$ cat src/rtl/ip_pulse_pacer.sv
// Paces bursty source-domain events into single-cycle pulses spaced 1+GAP cycles
// apart, buffering the backlog in a saturating pending counter.
module ip_pulse_pacer #(
    parameter int GAP   = 6,
    parameter int CNT_W = 4
) (
    input  logic             i_src_clk,
    input  logic             hrst_n,
    input  logic             i_evt,
    input  logic             i_clr,
    output logic             o_src_pulse,
    output logic [CNT_W-1:0] o_pend_cnt,
    output logic             o_overflow,
    output logic             o_busy
);

    localparam int GW = $clog2(GAP + 1);

    typedef enum logic [1:0] {S_IDLE, S_PULSE, S_GAP} state_t;

    state_t           state_q, state_d;
    logic [GW-1:0]    gcnt_q, gcnt_d;
    logic [CNT_W-1:0] cnt_q, cnt_d;
    logic             ovf_q, ovf_d;
    logic             pulse_q, pulse_d;
    logic             have_evt, consume;

    assign have_evt = (cnt_q != '0) || i_evt;

    always_comb begin
        state_d = state_q;
        gcnt_d  = gcnt_q;
        cnt_d   = cnt_q;
        ovf_d   = ovf_q;
        pulse_d = 1'b0;
        consume = 1'b0;

        case (state_q)
            S_IDLE:  consume = have_evt;
            S_PULSE: begin
                state_d = S_GAP;
                gcnt_d  = GW'(GAP - 1);
            end
            S_GAP: begin
                if (gcnt_q == '0) begin
                    if (have_evt) consume = 1'b1;
                    else          state_d = S_IDLE;
                end else begin
                    gcnt_d = gcnt_q - GW'(1);
                end
            end
            default: state_d = S_IDLE;
        endcase

        if (consume) begin
            state_d = S_PULSE;
            pulse_d = 1'b1;
        end

        // A consuming cycle with a new event nets to zero, so a full counter never overflows then.
        if (consume) begin
            if (cnt_q != '0 && !i_evt) cnt_d = cnt_q - CNT_W'(1);
        end else if (i_evt) begin
            if (&cnt_q) ovf_d = 1'b1;
            else        cnt_d = cnt_q + CNT_W'(1);
        end

        if (i_clr) begin
            state_d = S_IDLE;
            gcnt_d  = '0;
            cnt_d   = '0;
            ovf_d   = 1'b0;
            pulse_d = 1'b0;
        end
    end

    always_ff @(posedge i_src_clk or negedge hrst_n) begin
        if (!hrst_n) begin
            state_q <= S_IDLE;
            gcnt_q  <= '0;
            cnt_q   <= '0;
            ovf_q   <= 1'b0;
            pulse_q <= 1'b0;
        end else begin
            state_q <= state_d;
            gcnt_q  <= gcnt_d;
            cnt_q   <= cnt_d;
            ovf_q   <= ovf_d;
            pulse_q <= pulse_d;
        end
    end

    assign o_src_pulse = pulse_q;
    assign o_pend_cnt  = cnt_q;
    assign o_overflow  = ovf_q;
    assign o_busy      = (state_q != S_IDLE) || (cnt_q != '0);

endmodule
$ cat config.mk
export PLATFORM = sky130hd
export DESIGN_NAME = ip_pulse_pacer
export DESIGN_NICKNAME = d
export VERILOG_FILES = /design/src/rtl/ip_pulse_pacer.sv
export SDC_FILE = /design/constraint.sdc
export NUM_CORES = 1
export LEC_CHECK = 0
export ABC_AREA = 1
export CAP_MARGIN = 15
export CORE_AREA = 5 5 43 45
export CTS_BUF_LIST = sky130_fd_sc_hd__clkbuf_8
export DETAILED_ROUTE_END_ITERATION = 10
export DIE_AREA = 0 0 48 50
export HOLD_SLACK_MARGIN = 0.05
export PLACE_DENSITY = 0.78
export RECOVER_POWER = 50
export SLEW_MARGIN = 5
export SYNTH_ARGS = -nofsm -noshare
export SYNTH_HDL_FRONTEND = slang
export SYNTH_SLANG_ARGS = --single-unit
$ cat constraint.sdc
create_clock -name i_src_clk -period 2.26 [get_ports i_src_clk]
set_input_delay 0.226 -clock i_src_clk [delete_from_list [all_inputs] [get_ports i_src_clk]]
set_output_delay 0.226 -clock i_src_clk [all_outputs]
set_load 0.01 [all_outputs]
Word level (Yosys, flattened, before mapping) --
Index checks and enable logic that the tools add are counted. Widths: inputs -> output; s select.
Operators by class: reductions and logical operators 17, equality and inequality tests 9, muxes and demuxes 22, $add $sub $neg 3
Operators by type and width (count):
- $mux 4 | 5
- $ne 3x3->1 const B | 3
- $reduce_and 3->1 | 3
- $mux 1 | 8
- $mux 2 | 4
- $ne 4x4->1 const B | 2
- $mux 3 | 2
- $pmux 2 s3 | 1
- $pmux 3 s2 | 1
- $reduce_bool 2->1 | 3
- $reduce_bool 3->1 | 2
- $add 4x1->4 const B | 1
- $reduce_and 4->1 | 1
- $reduce_bool 4->1 | 1
- $sub 4x1->4 const B | 1
- $logic_not 3->1 | 1
- $ne 3x2->1 const B | 1
- $sub 3x1->3 const B | 1
- $eq 2x1->1 const B | 1
- $eq 2x2->1 const B | 1
- $logic_not 2->1 | 1
- $logic_or 1x1->1 | 2
- $ne 2x2->1 const B | 1
- $pmux 1 s2 | 1
- other kinds (3) | 3
Storage, ports and cells: flip-flop bits (word level) 11, word-level logic and storage cells 56, bits of input ports 4

Depth between registers and ports, before layout --
depth in word-level cells 7, mapped depth 15, mapped depth without buffers 15

Worst setup path after synthesis --
OpenSTA, ideal clock, no wires.
path type register to register, start register gcnt_q[0], end register cnt_q[3] (netlist: o_pend_cnt[3]), data arrival time 1.778 ns, setup time 0.116 ns, stages on the path, launching flop included 16, buffers on the path 0, data required time 2.144 ns, slack 0.365 ns, cells stage by stage dfrtp_1 inv_1 ha_1 nand2_2 o21ai_4 nand2_4 inv_1 ha_1 a21oi_1 nand2_1 nand2_1 nand2_1 nand2_1 nand2_1 nand2_1 nand2_1
On the way: longest elaborated chain between the ends 5, elaborated cells on any way between the ends 9
RTL lines:
- from (decl) | RTL line 22 | logic [GW-1:0] gcnt_q, gcnt_d;
- from (signal assigned) | RTL line 86 | gcnt_q <= gcnt_d;
- $logic_not 3->1 (*) | RTL line 45 | if (gcnt_q == '0) begin
- $mux 1 (*) | RTL line 45
- $pmux 1 s2 (*) | RTL line 38 | case (state_q)
- $ne 3x2->1 (no source line) (tied with other cells)
- $reduce_and 3->1 (no source line) or $mux 4 (tied branches)
- to (signal assigned) | RTL line 87 | cnt_q <= cnt_d;
- to (decl) | RTL line 23 | logic [CNT_W-1:0] cnt_q, cnt_d;
Mark *: on every way between the ends. The rest lies on a longest branch, timed or not. A chain may end at the register's enable or synchronous reset.

Worst setup path after layout --
Ends and elaborated chain as after synthesis.

==> results.yml <==
synth:
  synthDistinctLibCells: 24
  yosysSeqAreaShare_pct: 40.2
  synth_area_leader_cell: "dfrtp_1"
  yosysTopAreaCellShare_pct: 40.2
  syn_avg_cell_area_um2: 8.56
  yosys_warnings: 0
  ys_seq_elements: 11
  netlist_top_cells_area: "dfrtp_1 (40%), nand2_1 (9.9%), ha_1 (7.3%)"
  syn_inst: 80
  syn_nets: 89
  syn_area_um2: 684
sta:
  hold_viol: 0
  period_share_pct: 92.3
  fin_skew_ns: 0.000439
  fmax_mhz: 479
  maxSlewViolCount: 0
  slew_headroom_pct: 67.1
  worst_slack_ns: 0.173
  finalSetupViolCount: 0
  fin_hold_ws_ns: 0.390
  grt_setup_unrepaired: "false"
  tightest_slew_ns: 0.492
  period_needed_ns: 2.09
  tns_ns: 0
worst_setup_path:
  endpoint: "o_pend_cnt[3]$_DFFE_PN0P_"
  rr_startpoint: "gcnt_q[0]$_DFFE_PN0P_"
  worstSetupEndpointType: "flip-flop"
  reg2reg_depth: 15
  arrival_ns: 2.21
  r2r_slack_ns: 0.17
  worstPathMaxFanout: 5
  crit_start: "gcnt_q[0]$_DFFE_PN0P_"
  reg2reg_to: "o_pend_cnt[3]$_DFFE_PN0P_"
  timing_worst_setup_path_type: "flip-flop to flip-flop"
  crit_path_start_kind: "flip-flop"
  worstPathRequired_ns: 2.39
cells_and_area:
  drive_gt1_share_pct: 20.2
  nFillCells: 129
  diodes: 0
  nets: 104
  syn2layout_area_growth_pct: 24.1
  design_area_um2: 850
clock_network:
  clock-sinks: 11
  cts_resized: 0
  cts_hold_buf: 0
  cts.reportedPaths.clkPinSlew_ns: 0.05
  clock_path_buffers: 2
  clk_root_buffer_cell: "clkbuf_8"
  cts_tree: "yes"
  cts_setup_buffers: 0
  clkLatencyLatePin_ns: 0.24
  cts_max_level: 1
  cts_buffers: 3
routing:
  dr.pass1.iters: 4
  wl_um: 1330
  drt_iter0_drc: 3
  via_count: 551
  vias_per_cell: 5.01
  wl_per_cell_um: 12.1
  drc: 0
  antenna_left: 0
placed_design:
  place_area_um2: 805
  dp_slack_ns: 0.131
  place_congestion: 0.773
  hpwl_um: 1020
  port_buffers: 10
die:
  die-area_um2: 2400
  start_util_pct: 47.6
  die_x_um: 48
  die_h_um: 50
  coreArea_um2: 1440
  rows: 14
  io_pins: 11
global_route:
  grt_max_degree: 12
  grt_pass1_wl_um: 2220
  antenna_found_initial: 0
  grt_pass1_vias: 520
  grt_util_all_layers_pct: 13.3
  overflow: 0
power:
  powerDensity_nw_per_um2: 1270
  p_leak_uw: 0.000409
  total_power_uw: 1080
  ir_drop_v: 0.000706
run_status:
  status: "finished, final reports clean"
run:
  maxCapViolations: 0
worst_hold_path:
  hold_path.class: "input port to async pin"
==> state kept, by name (all words and copies together) (netlist names) <==
register	count
o_overflow	1
state_q	2
gcnt_q	3
o_pend_cnt	4
o_src_pulse	1
==> critical path: stages, from the launching register on <==
cell and delay, ns:
dfrtp_1 0.35, inv_1 0.11, ha_1 0.18, nand2_2 0.08
o21ai_4 0.17, nand2_4 0.09, inv_1 0.14, ha_1 0.28
a21oi_1 0.17, nand2_1 0.07, nand2_1 0.07, nand2_1 0.05
nand2_1 0.05, nand2_1 0.05, nand2_1 0.05, nand2_1 0.05
==> how the worst min path moves through the flow <==
stage	start	to	slack (ns)
after floorplan	hrst_n	gcnt_q[0]$_DFFE_PN0P_	-0.07
after global placement	o_overflow$_DFFE_PN0P_	o_overflow$_DFFE_PN0P_	0.49
after detailed placement	o_overflow$_DFFE_PN0P_	o_overflow$_DFFE_PN0P_	0.49
after CTS	hrst_n	gcnt_q[1]$_DFFE_PN0P_	0.34
after global routing	hrst_n	state_q[1]$_DFFE_PN0P_	0.46
final	hrst_n	gcnt_q[1]$_DFFE_PN0P_	0.39
==> cell families (layout without fill, tap and decap cells) <==
family / Yosys count / count (layout) / share of synthesized area [%]
AND/OR/NAND/NOR: 44 / 44 / 32.9
buffers and inverters: 9 / 23 / 5.12
flip-flops: 11 / 11 / 40.2
AO/OA/AOI/OAI: 9 / 9 / 8.96
adder cells (fa/ha/maj): 5 / 5 / 10.2
XOR/XNOR: 2 / 2 / 2.56
==> layout by cell type, fill, tap and decap left out <==
cell type	instances
clkbuf_8	3
nand3b_1	1
ha_1	4
nand4_1	1
dlygate4sd3_1	1
nand3_1	4
inv_1	7
nand2_1	18
nand2_2	5
o22ai_1	3
dfrtp_1	11
nand3_2	1
fa_1	1
o21ai_4	1
xor2_1	1
nand2_4	2
a31oi_1	1
nor2_1	8
nor2_4	1
o21ai_1	3
inv_2	2
or2_2	1
a21oi_1	1
xnor2_1	1
nor2_2	2
clkinv_2	1
clkdlybuf4s50_1	9
==> power by group <==
part           switching (uW)  internal, uW  leakage, uW
Combinational             308           251     0.000240
Sequential               68.9           256     0.000142
Clock                    75.0           119    0.0000269
==> stage by stage <==
stage,utilization [%],cells
after floorplan,-,80
after global placement,56.0,106
after detailed placement,56.0,106
after CTS,59.1,110
after global routing,59.1,110
final,59.1,110
==> area by class of cell <==
cell class / count / area (um2) / area share (%)
clock buffer: 3 / 41.3 / 4.86
clock inverter: 1 / 3.75 / 0.442
inverter: 9 / 35.0 / 4.12
multi-input combinational: 60 / 374 / 44.0
sequential: 11 / 275 / 32.4
tap: 16 / 20.0 / 2.36
timing repair buffer: 10 / 100 / 11.8
==> cell usage after synthesis <==
| master | instances |
|---|---|
| nand4_1 | 1 |
| nand2_1 | 18 |
| a21oi_1 | 1 |
| nor2_2 | 2 |
| or2_2 | 1 |
| o22ai_1 | 3 |
| nand3b_1 | 1 |
| inv_1 | 6 |
| xor2_1 | 1 |
| inv_2 | 2 |
| ha_1 | 4 |
| clkinv_2 | 1 |
| o21ai_1 | 3 |
| nor2_4 | 1 |
| nand3_2 | 1 |
| fa_1 | 1 |
| nand2_4 | 2 |
| dfrtp_1 | 11 |
| o21ai_4 | 1 |
| nand2_2 | 5 |
| nor2_1 | 8 |
| xnor2_1 | 1 |
| a31oi_1 | 1 |
| nand3_1 | 4 |
==> metal layers <==
metal / routed length [um] / part of all wire [%] / track usage (%)
met1: 607 / 46 / 16.6
met2: 646 / 48 / 19.6
met3: 35 / 2.6 / 1.09
met4: 45 / 3.4 / 10.8
met5: 0 / 0 / 0
(Power assumes the default switching activity.)
